===== src/rtl/imem_pkg.sv =====
// rtl/imem_pkg.sv - shared constants and FSM state type for the instruction-memory loader
package imem_pkg;

    localparam int IMEM_DEPTH = 256;
    localparam int LEN_W      = 16;

    typedef enum logic [2:0] {
        IDLE,
        LEN_LO,
        LEN_HI,
        DATA,
        WRITE,
        FINISH,
        ERROR
    } state_t;

endpackage


===== src/rtl/word_assembler.sv =====
// rtl/word_assembler.sv - packs a little-endian byte stream into 32-bit words
module word_assembler (
    input  logic        clk,
    input  logic        rst_n,
    input  logic        clear,
    input  logic        shift_en,
    input  logic [7:0]  byte_in,
    output logic [31:0] word_next,
    output logic        full
);

    // Only the three bytes already received are stored; the fourth is merged on the fly.
    logic [23:0] word_q;
    logic [1:0]  count;

    assign word_next = {byte_in, word_q};
    assign full      = shift_en && (count == 2'd3);

    always_ff @(posedge clk or negedge rst_n) begin
        if (!rst_n) begin
            word_q <= '0;
            count  <= '0;
        end else if (clear) begin
            word_q <= '0;
            count  <= '0;
        end else if (shift_en) begin
            word_q <= word_next[31:8];
            count  <= count + 2'd1;
        end
    end

endmodule


===== src/rtl/imem_loader.sv =====
// rtl/imem_loader.sv - byte-stream boot loader writing instruction words into memory
module imem_loader
    import imem_pkg::*;
#(
    parameter int DEPTH = IMEM_DEPTH,
    parameter int AW    = 32
) (
    input  logic          clk,
    input  logic          rst_n,
    input  logic          start,
    input  logic [7:0]    in_data,
    input  logic          in_valid,
    output logic          in_ready,
    output logic          wr_en,
    output logic [AW-1:0] wr_addr,
    output logic [31:0]   wr_data,
    output logic          busy,
    output logic          done,
    output logic          err
);

    localparam int IW = $clog2(DEPTH) + 1;

    state_t           state, state_next;
    logic [LEN_W-1:0] len;
    logic [LEN_W-1:0] len_rx;
    logic [IW-1:0]    idx;
    logic [IW-1:0]    idx_inc;
    logic             accept;
    logic             launch;
    logic             asm_full;
    logic [31:0]      asm_word;

    assign accept  = in_valid && in_ready;
    assign launch  = start && (state == IDLE || state == ERROR);
    assign idx_inc = idx + IW'(1);
    assign len_rx  = {in_data, len[7:0]};

    word_assembler u_word_assembler (
        .clk       (clk),
        .rst_n     (rst_n),
        .clear     (launch),
        .shift_en  (accept && state == DATA),
        .byte_in   (in_data),
        .word_next (asm_word),
        .full      (asm_full)
    );

    always_ff @(posedge clk or negedge rst_n) begin
        if (!rst_n) begin
            state <= IDLE;
        end else begin
            state <= state_next;
        end
    end

    always_comb begin
        state_next = state;
        in_ready   = 1'b0;
        busy       = 1'b0;
        wr_en      = 1'b0;
        done       = 1'b0;
        err        = 1'b0;
        case (state)
            IDLE: begin
                if (launch) state_next = LEN_LO;
            end
            LEN_LO: begin
                in_ready = 1'b1;
                busy     = 1'b1;
                if (in_valid) state_next = LEN_HI;
            end
            LEN_HI: begin
                in_ready = 1'b1;
                busy     = 1'b1;
                if (in_valid) begin
                    if (len_rx == '0 || 32'(len_rx) > 32'(DEPTH)) state_next = ERROR;
                    else                                          state_next = DATA;
                end
            end
            DATA: begin
                in_ready = 1'b1;
                busy     = 1'b1;
                if (asm_full) state_next = WRITE;
            end
            WRITE: begin
                busy  = 1'b1;
                wr_en = 1'b1;
                if (LEN_W'(idx_inc) == len) state_next = FINISH;
                else                        state_next = DATA;
            end
            FINISH: begin
                done       = 1'b1;
                state_next = IDLE;
            end
            ERROR: begin
                err = 1'b1;
                if (launch) state_next = LEN_LO;
            end
            default: state_next = IDLE;
        endcase
    end

    // Address and data are captured with the 4th byte so they are stable through WRITE and after.
    always_ff @(posedge clk or negedge rst_n) begin
        if (!rst_n) begin
            len     <= '0;
            idx     <= '0;
            wr_addr <= '0;
            wr_data <= '0;
        end else begin
            if (launch) begin
                len <= '0;
                idx <= '0;
            end else begin
                if (accept && state == LEN_LO) len[7:0]       <= in_data;
                if (accept && state == LEN_HI) len[LEN_W-1:8] <= in_data;
                if (state == WRITE)            idx            <= idx_inc;
            end
            if (asm_full) begin
                wr_data <= asm_word;
                wr_addr <= AW'({idx, 2'b00});
            end
        end
    end

endmodule

===== config.mk =====
export PLATFORM = sky130hd
export DESIGN_NAME = imem_loader
export DESIGN_NICKNAME = d
export VERILOG_FILES = /design/src/rtl/imem_pkg.sv /design/src/rtl/word_assembler.sv /design/src/rtl/imem_loader.sv
export SDC_FILE = /design/constraint.sdc
export NUM_CORES = 1
export LEC_CHECK = 0
export BUFFER_PORTS_ARGS = -buffer_cell sky130_fd_sc_hd__buf_2
export CAP_MARGIN = 15
export CORE_ASPECT_RATIO = 1.75
export CORE_MARGIN = 2
export CORE_UTILIZATION = 49
export CTS_BUF_LIST = sky130_fd_sc_hd__clkbuf_4 sky130_fd_sc_hd__clkbuf_8 sky130_fd_sc_hd__clkbuf_16
export CTS_CLUSTER_DIAMETER = 150
export CTS_CLUSTER_SIZE = 40
export DETAILED_ROUTE_END_ITERATION = 8
export PLACE_DENSITY = 0.69
export SYNTH_ARGS = -nofsm -noshare
export SYNTH_HDL_FRONTEND = slang
export SYNTH_SLANG_ARGS = --single-unit
export TNS_END_PERCENT = 100

===== constraint.sdc =====
create_clock -name clk -period 2.2 [get_ports clk]
set_input_delay 0.22 -clock clk [delete_from_list [all_inputs] [get_ports clk]]
set_output_delay 0.22 -clock clk [all_outputs]
set_load 0.02 [all_outputs]

==> results by group, run 1 <==
Run status
  • Status: finished clean

Global route
  • First-pass GRT wire length: 14040 um
  • Initial antenna violation count: 0
  • Gr ovfl total: 0
  • GRT Overall Usage: 19.06%
  • Largest net degree at the start of global routing: 52
  • Vias in the first global route: 2907

Timing
  • Setup slack after layout: 217.8 ps
  • RSZ-0062 raised after global routing: false
  • Final hold viol count: 0
  • Fin crit share: around 90%
  • Tmin final: 1982 ps
  • Final setup vio count: 0
  • Worst Clk Skew: 4.318 ps
  • Actual slew at the worst max-slew pin: between 500 and 600 ps
  • Max-slew headroom: 62.88%
  • Setup TNS: 0 ps
  • F_max: 0.5045 GHz
  • Max-slew violations: 0

Cells and area
  • Area growth syn-to-layout: 16.37%
  • Final #Nets: 470
  • Ant. Diodes: 0
  • Core Util, Final: 58.59%
  • Layout cells sized above 1: ~29%
  • Non-Filler Instances: roughly 580
  • Fill count: slightly below 800
  • Finished Cell Area: 5080 um^2

Die
  • Initial core utilization: 50.35%
  • Io pins: 81
  • Die area: between 9000 and 10000 um^2
  • Chip height: 128.9 um
  • Total core area: just under 9000 um^2
  • Core Rows: 45
  • Die Span X: 75.35 um

Power
  • PwrDens: 1213 nW/um^2
  • Maximum VDD drop: between 0.5 and 0.6 mV
  • Static leakage: 2.510 nW

Worst setup path
  • Critical path depth in cells: 5
  • Top delay family on crit path: simple AND/OR/NAND/NOR gates
  • CP arrival: 2210 ps
  • Crit path required time: 2430 ps
  • CP endpoint kind: flip-flop
  • CP Cell Sequence: or4_4, nor4_2, nand4_1, a2111o_1, a22o_1
  • Critical path peak fanout: 2
  • CP Class: reg -> reg
  • Worst path max stage delay: 530 ps
  • Element type at the critical path start: flip-flop
  • Buf+Inv Stages, Crit Path: 0
  • Critical-path top delay cell: or4_4
  • Worst r2r path cells: 5

Clock network
  • Clock slew at reported path FFs: 60 ps
  • Clock buffer depth: 2
  • Number of H-tree levels: 3
  • Total CTS buffers: 9
  • CTS tree: yes
  • Clk sinks: 95
  • PostCTS Resize Cnt: 0
  • Clock root cell: clkbuf_16
  • Worst-skew pair later-pin latency: 340 ps

Place
  • Hpwl dp: 6020 um
  • Placed Cells: about 560
  • Dpl ws: 209.0 ps
  • IO buf count: 57
  • Area of placed instances: 4718 um^2
  • GPL Wtd Cong: about 0.83

Synth
  • Avg Inst Size Synth: between 10 and 15 um^2
  • Yosys cell types: 44
  • Primary FF master, synth: dfrtp_1
  • Mapped Cells: 398
  • Synth Register Bits: 95
  • Synthesized area: around 4400 um^2
  • Seq/Total Area, Yosys: 54.46%
  • Asr flop ratio synth: 100.0%
  • EDFF count, synth: 0
  • Yosys warning count: 0

Hold path
  • Hold Path Class: in -> reg
  • Hold Path Cell Cnt: 3

Drt
  • Drt total wl: 8521 um
  • DRC: 0
  • Initial DRC count: 124
  • Pre-antenna DRT Iters: 4
  • Antenna Nets Post-Route: 0
  • WL/cell: 14.74 um
  • Via count: 2993
  • DR vias/cell: 5.178

Flow run
  • Max-Cap Viols: 0
## through the flow
stage          hold WS [ps]  power (W)
2_1_floorplan        -75.59   0.003878
3_3_place_gp          248.0   0.004361
3_5_place_dp          252.3   0.004421
4_1_cts               160.1   0.006226
5_1_grt               182.9   0.006528
6_report              162.4   0.006162
## power by group
group / switching [W] / internal (W) / leakage (nW)
combinational: 0.00105 / 0.000751 / 1.04
sequential: 0.000379 / 0.00219 / 1.29
clock: 0.000615 / 0.00118 / 0.174
## cells in the final DEF (no fill, tap or decap), drive strengths merged, types with 3 or more instances in the layout
master	count
nand2	62
conb	23
buf	66
mux2	42
xnor2	9
clkbuf	13
or3	7
bufinv	3
nor4	5
dfrtp	95
nor3	5
o21ai	10
inv	4
nand2b	5
nor2b	3
nand3	6
nor2	27
mux2i	16
a21oi	32
xor2	7
## path summary, 6_finish.rpt
kind | slack [ps] | from | end
max reg2reg | 220 | len[13]$_DFFE_PN0P_ | state[1]$_DFFE_PN0P_
min in group asynchronous | 420 | rst_n | wr_data[5]$_DFFE_PN0P_
min reg2reg | 480 | wr_data[3]$_DFFE_PN0P_ | wr_data[3]$_DFFE_PN0P_
max in group asynchronous | 1120 | rst_n | wr_addr[8]$_DFFE_PN0P_
max | 220 | len[13]$_DFFE_PN0P_ | state[1]$_DFFE_PN0P_
min | 160 | in_data[5] | u_word_assembler.word_q[21]$_DFFE_PN0P_
## tightest hold or removal path: cells and delay by family
kind	cells	cell delay, ps
AOI/OAI and AO/OA	1	50
buffers and inverters	1	130
and+or+nand+nor	1	60
## cell type report
class / count / area, um^2 / area share, %
Sequential cell: 95 / 2377 / 46.80
Multi-Input combinational cell: 279 / 1812 / 35.67
Timing Repair Buffer: 67 / 377.9 / 7.438
Clock buffer: 13 / 261.5 / 5.148
Tap cell: 117 / 146.4 / 2.882
Clock inverter: 3 / 90.09 / 1.773
Inverter: 4 / 15.01 / 0.2956
## what timing repair did
item / in CTS / in global routing
hold endpoints to repair: 44 / 0
hold buffers: 1 / 0
setup buffers: 0 / 0
endpoints found under the setup margin: 0 / 0
## kinds of logic after synthesis
family                   Yosys count  synth area share, %
AND/OR/NAND/NOR                  129                14.30
flip-flops                        95                54.46
multiplexers                      58                14.50
AO/OA/AOI/OAI                     51                6.678
buffers and inverters             46                6.191
XOR/XNOR                          16                3.210
adder cells (fa/ha/maj)            2               0.5731
other                              1              0.08590
## flip-flops by register name, summed over array words and instances, names as in the netlist
register,flops
idx,9
len,16
state,3
u_word_assembler.count,2
u_word_assembler.word_q,24
wr_addr,9
wr_data,32
## metal layers
layer | part of all wire (%) | wire, um | track usage (%)
met1 | 42 | 3578 | 23.31
met4 | 1.9 | 165 | 8.462
met2 | 53 | 4509 | 32.33
met3 | 3.1 | 268 | 2.976
met5 | 0 | 0 | 0
## synth_stat cells (2+ instances only)
| library cell | number | area [um^2] |
|---|---|---|
| nor3_1 | 3 | 15.01 |
| buf_2 | 9 | 45.04 |
| nand3_1 | 5 | 25.02 |
| a31oi_1 | 2 | 12.51 |
| o21ai_0 | 10 | 50.05 |
| nor2b_1 | 3 | 18.77 |
| buf_4 | 23 | 172.7 |
| or3_1 | 7 | 43.79 |
| ha_1 | 2 | 25.02 |
| xnor2_1 | 9 | 78.83 |
| nand2_1 | 62 | 232.7 |
| nand2b_1 | 5 | 31.28 |
| mux2_2 | 40 | 450.4 |
| dfrtp_1 | 95 | 2377 |
| mux2i_1 | 16 | 160.2 |
| inv_1 | 3 | 11.26 |
| xor2_1 | 7 | 61.31 |
| a21oi_1 | 32 | 160.2 |
| nand4_1 | 2 | 12.51 |
| mux2_1 | 2 | 22.52 |
| nor2_1 | 26 | 97.59 |
| o221ai_1 | 2 | 17.52 |
| clkbuf_1 | 9 | 33.78 |
| nor4_1 | 4 | 25.02 |
(Power assumes the default switching activity.)
==> run 2, diff against run 1 <==
RECOVER_POWER = 50   (was unset)
==> results by group, run 2 (synthesized netlist as in run 1, its figures left out) <==
Timing
  • Final hold viol count: 0 (unchanged)
  • Max-slew headroom: 26.96% (-36 points)
  • Actual slew at the worst max-slew pin: 1096 ps (+538.7 ps)
  • Final setup vio count: 0 (unchanged)
  • Tmin final: 1982 ps (-0.6850 ps)
  • Max-slew violations: 0 (unchanged)
  • Worst Clk Skew: 4.066 ps (-0.2525 ps)
  • Fin crit share: 90.07% (about the same)
  • RSZ-0062 raised after global routing: false
  • Setup TNS: 0 ps (unchanged)
  • F_max: 0.5047 GHz (about the same)

Place
  • GPL Wtd Cong: 0.8341 (unchanged)
  • IO buf count: 57 (unchanged)
  • Hpwl dp: 6020 um (unchanged)

Cells and area
  • Commonest cells after routing, fill and taps aside: dfrtp_1 (95), nand2_1 (61), clkbuf_1 (41), mux2_2 (40), a21oi_1 (32)
  • Most common cell after layout, fill and taps aside: dfrtp_1
  • Fill count: 809 (+3.6%)
  • FF/Latch Area: 2377 um^2 (unchanged)
  • Area growth syn-to-layout: 15.13%
  • Largest register FFs: 32 (unchanged)
  • Biggest registers after layout: wr_data: 32 flops, u_word_assembler.word_q: 24 flops, len: 16 flops
  • Area of the multi-input gates: 1812 um^2 (unchanged)
  • Most flop-heavy register: wr_data
  • Ant. Diodes: 0 (unchanged)
  • Layout cells sized above 1: 19.74% (-8.9 points)
  • Final #Nets: 470 (unchanged)

Power
  • NetSw: 0.002052 W (+0.29%)
  • Clk pwr share: 29.3% (+0.2 points)
  • Maximum VDD drop: 0.5319 mV (about the same)
  • Power Total: 0.006125 W (-0.61%)
  • Static leakage: 2.338 nW (-6.9%)
  • PwrDens: 1219 nW/um^2 (+0.46%)
  • Pint: 0.004073 W (-1.1%)
  • Sw Ratio: 33.50% (+0.30 points)
  • Logic pwr share: 28.7% (-0.6 points)
  • Reg power frac: 42.0% (+0.4 points)

Worst setup path
  • CP Class: reg -> reg
  • Buf+Inv Stages, Crit Path: 0 (unchanged)
  • Setup crit start: len[13]$_DFFE_PN0P_
  • Crit path required time: 2430 ps (about the same)
  • CP endpoint kind: flip-flop
  • Critical path depth in cells: 5 (unchanged)
  • Critical-path top delay cell: or4_4
  • CP Cell Sequence: or4_4, nor4_2, nand4_1, a2111o_1, a22o_1
  • CP arrival: 2210 ps (about the same)
  • RR Startpoint: len[13]$_DFFE_PN0P_
  • Top delay family on crit path: simple AND/OR/NAND/NOR gates
  • Worst r2r path cells: 5 (unchanged)
  • Critical path peak fanout: 2 (unchanged)
  • Element type at the critical path start: flip-flop
  • Worst path max stage delay: 530 ps (about the same)

Hold path
  • Min-delay src: in_data[5]
  • Hold Path Class: in -> reg
  • Hold Path Cell Cnt: 3 (unchanged)

Flow run
  • Max-Cap Viols: 0 (unchanged)

Die
  • Chip height: 128.9 um (unchanged)
  • Io pins: 81 (unchanged)
  • Total core area: 8671 um^2 (unchanged)
  • Initial core utilization: 50.35% (unchanged)
  • Core Rows: 45 (unchanged)
  • Die Span X: 75.35 um (unchanged)
  • Die area: 9710 um^2 (unchanged)

Clock network
  • Total CTS buffers: 9 (unchanged)
  • Clock root cell: clkbuf_16
  • Worst-skew pair later-pin latency: 340 ps (about the same)
  • Clock buffer depth: 2 (unchanged)
  • PostCTS Resize Cnt: 0 (unchanged)
  • CTS tree: yes
  • Clk sinks: 95 (unchanged)
  • Clock slew at reported path FFs: 60 ps (about the same)
  • Number of H-tree levels: 3 (unchanged)

Drt
  • WL/cell: 14.81 um (+0.45%)
  • Via count: 2983 (-0.33%)
  • DR vias/cell: 5.161 (-0.33%)
  • Initial DRC count: 125 (+0.81%)
  • Pre-antenna DRT Iters: 4 (unchanged)
  • Drt total wl: 8559 um (+0.45%)
  • Antenna Nets Post-Route: 0 (unchanged)
  • DRC: 0 (unchanged)

Global route
  • First-pass GRT wire length: 14040 um (unchanged)
  • Initial antenna violation count: 0 (unchanged)
  • GRT Overall Usage: 19.06% (unchanged)
  • Gr ovfl total: 0 (unchanged)
  • Vias in the first global route: 2907 (unchanged)
  • Largest net degree at the start of global routing: 52 (unchanged)

Run status
  • Status: finished clean
## run 2: final timing paths
| path | slack, ps | end |
|---|---|---|
| min in group asynchronous | 620 | wr_data[5]$_DFFE_PN0P_ |
| setup / recovery | 220 | state[1]$_DFFE_PN0P_ |
| max in group asynchronous | 760 | wr_addr[8]$_DFFE_PN0P_ |
| hold reg to reg | 490 | wr_data[3]$_DFFE_PN0P_ |
| hold / removal | 160 | u_word_assembler.word_q[21]$_DFFE_PN0P_ |
| setup reg to reg | 220 | state[1]$_DFFE_PN0P_ |
## run 2: through the flow
step                      utilization [%]  hold slack, ps  instances  setup slack, ps  cell area, um^2
after CTS                           58.59           160.1        578            192.7             5080
after detailed placement            54.42           252.3        561            209.0             4718
final                               57.97           161.9        578            218.5             5026
after floorplan                         -          -75.59        420            385.2             4448
after global placement              54.42           248.0        561            217.8             4718
after global routing                57.97           182.9        578            75.93             5026
## run 2: area by class of cell
cell class	count	share of cell area [%]
multi-input cells	279	36.05
clock buffers	13	5.203
flip-flops and latches	95	47.30
repair buffers	67	6.448
clock inverters	3	1.792
well taps	117	2.913
inverters	4	0.2987
## run 2: repair_timing
item	4_1_cts	5_1_grt
buffers inserted	0	0
hold buffers	1	0
endpoints found under the hold margin	44	0
## run 2: power groups by stage
stage | clock, W | combinational (W) | sequential, W
2_1_floorplan | 0 | 0.00124 | 0.00264
3_3_place_gp | 0 | 0.00179 | 0.00257
3_5_place_dp | 0 | 0.00182 | 0.00260
4_1_cts | 0.00183 | 0.00183 | 0.00257
5_1_grt | 0.00190 | 0.00195 | 0.00263
6_report | 0.00179 | 0.00176 | 0.00257
## run 2: metal layers
| layer | up-vias | GRT usage (%) | part of all wire, % | routed length, um |
|---|---|---|---|---|
| li1 | 1439 | - | - | - |
| met4 | 0 | 8.462 | 1.9 | 165 |
| met1 | 1476 | 23.31 | 42 | 3621 |
| met2 | 58 | 32.33 | 53 | 4519 |
| met3 | 10 | 2.976 | 3.0 | 253 |
| met5 | - | 0 | 0 | 0 |
## run 2: worst min-delay path: cells and delay by family
family / cells / cell delay (ps)
AND/OR/NAND/NOR: 1 / 60
AO/OA/AOI/OAI: 1 / 50
buffers and inverters: 1 / 130
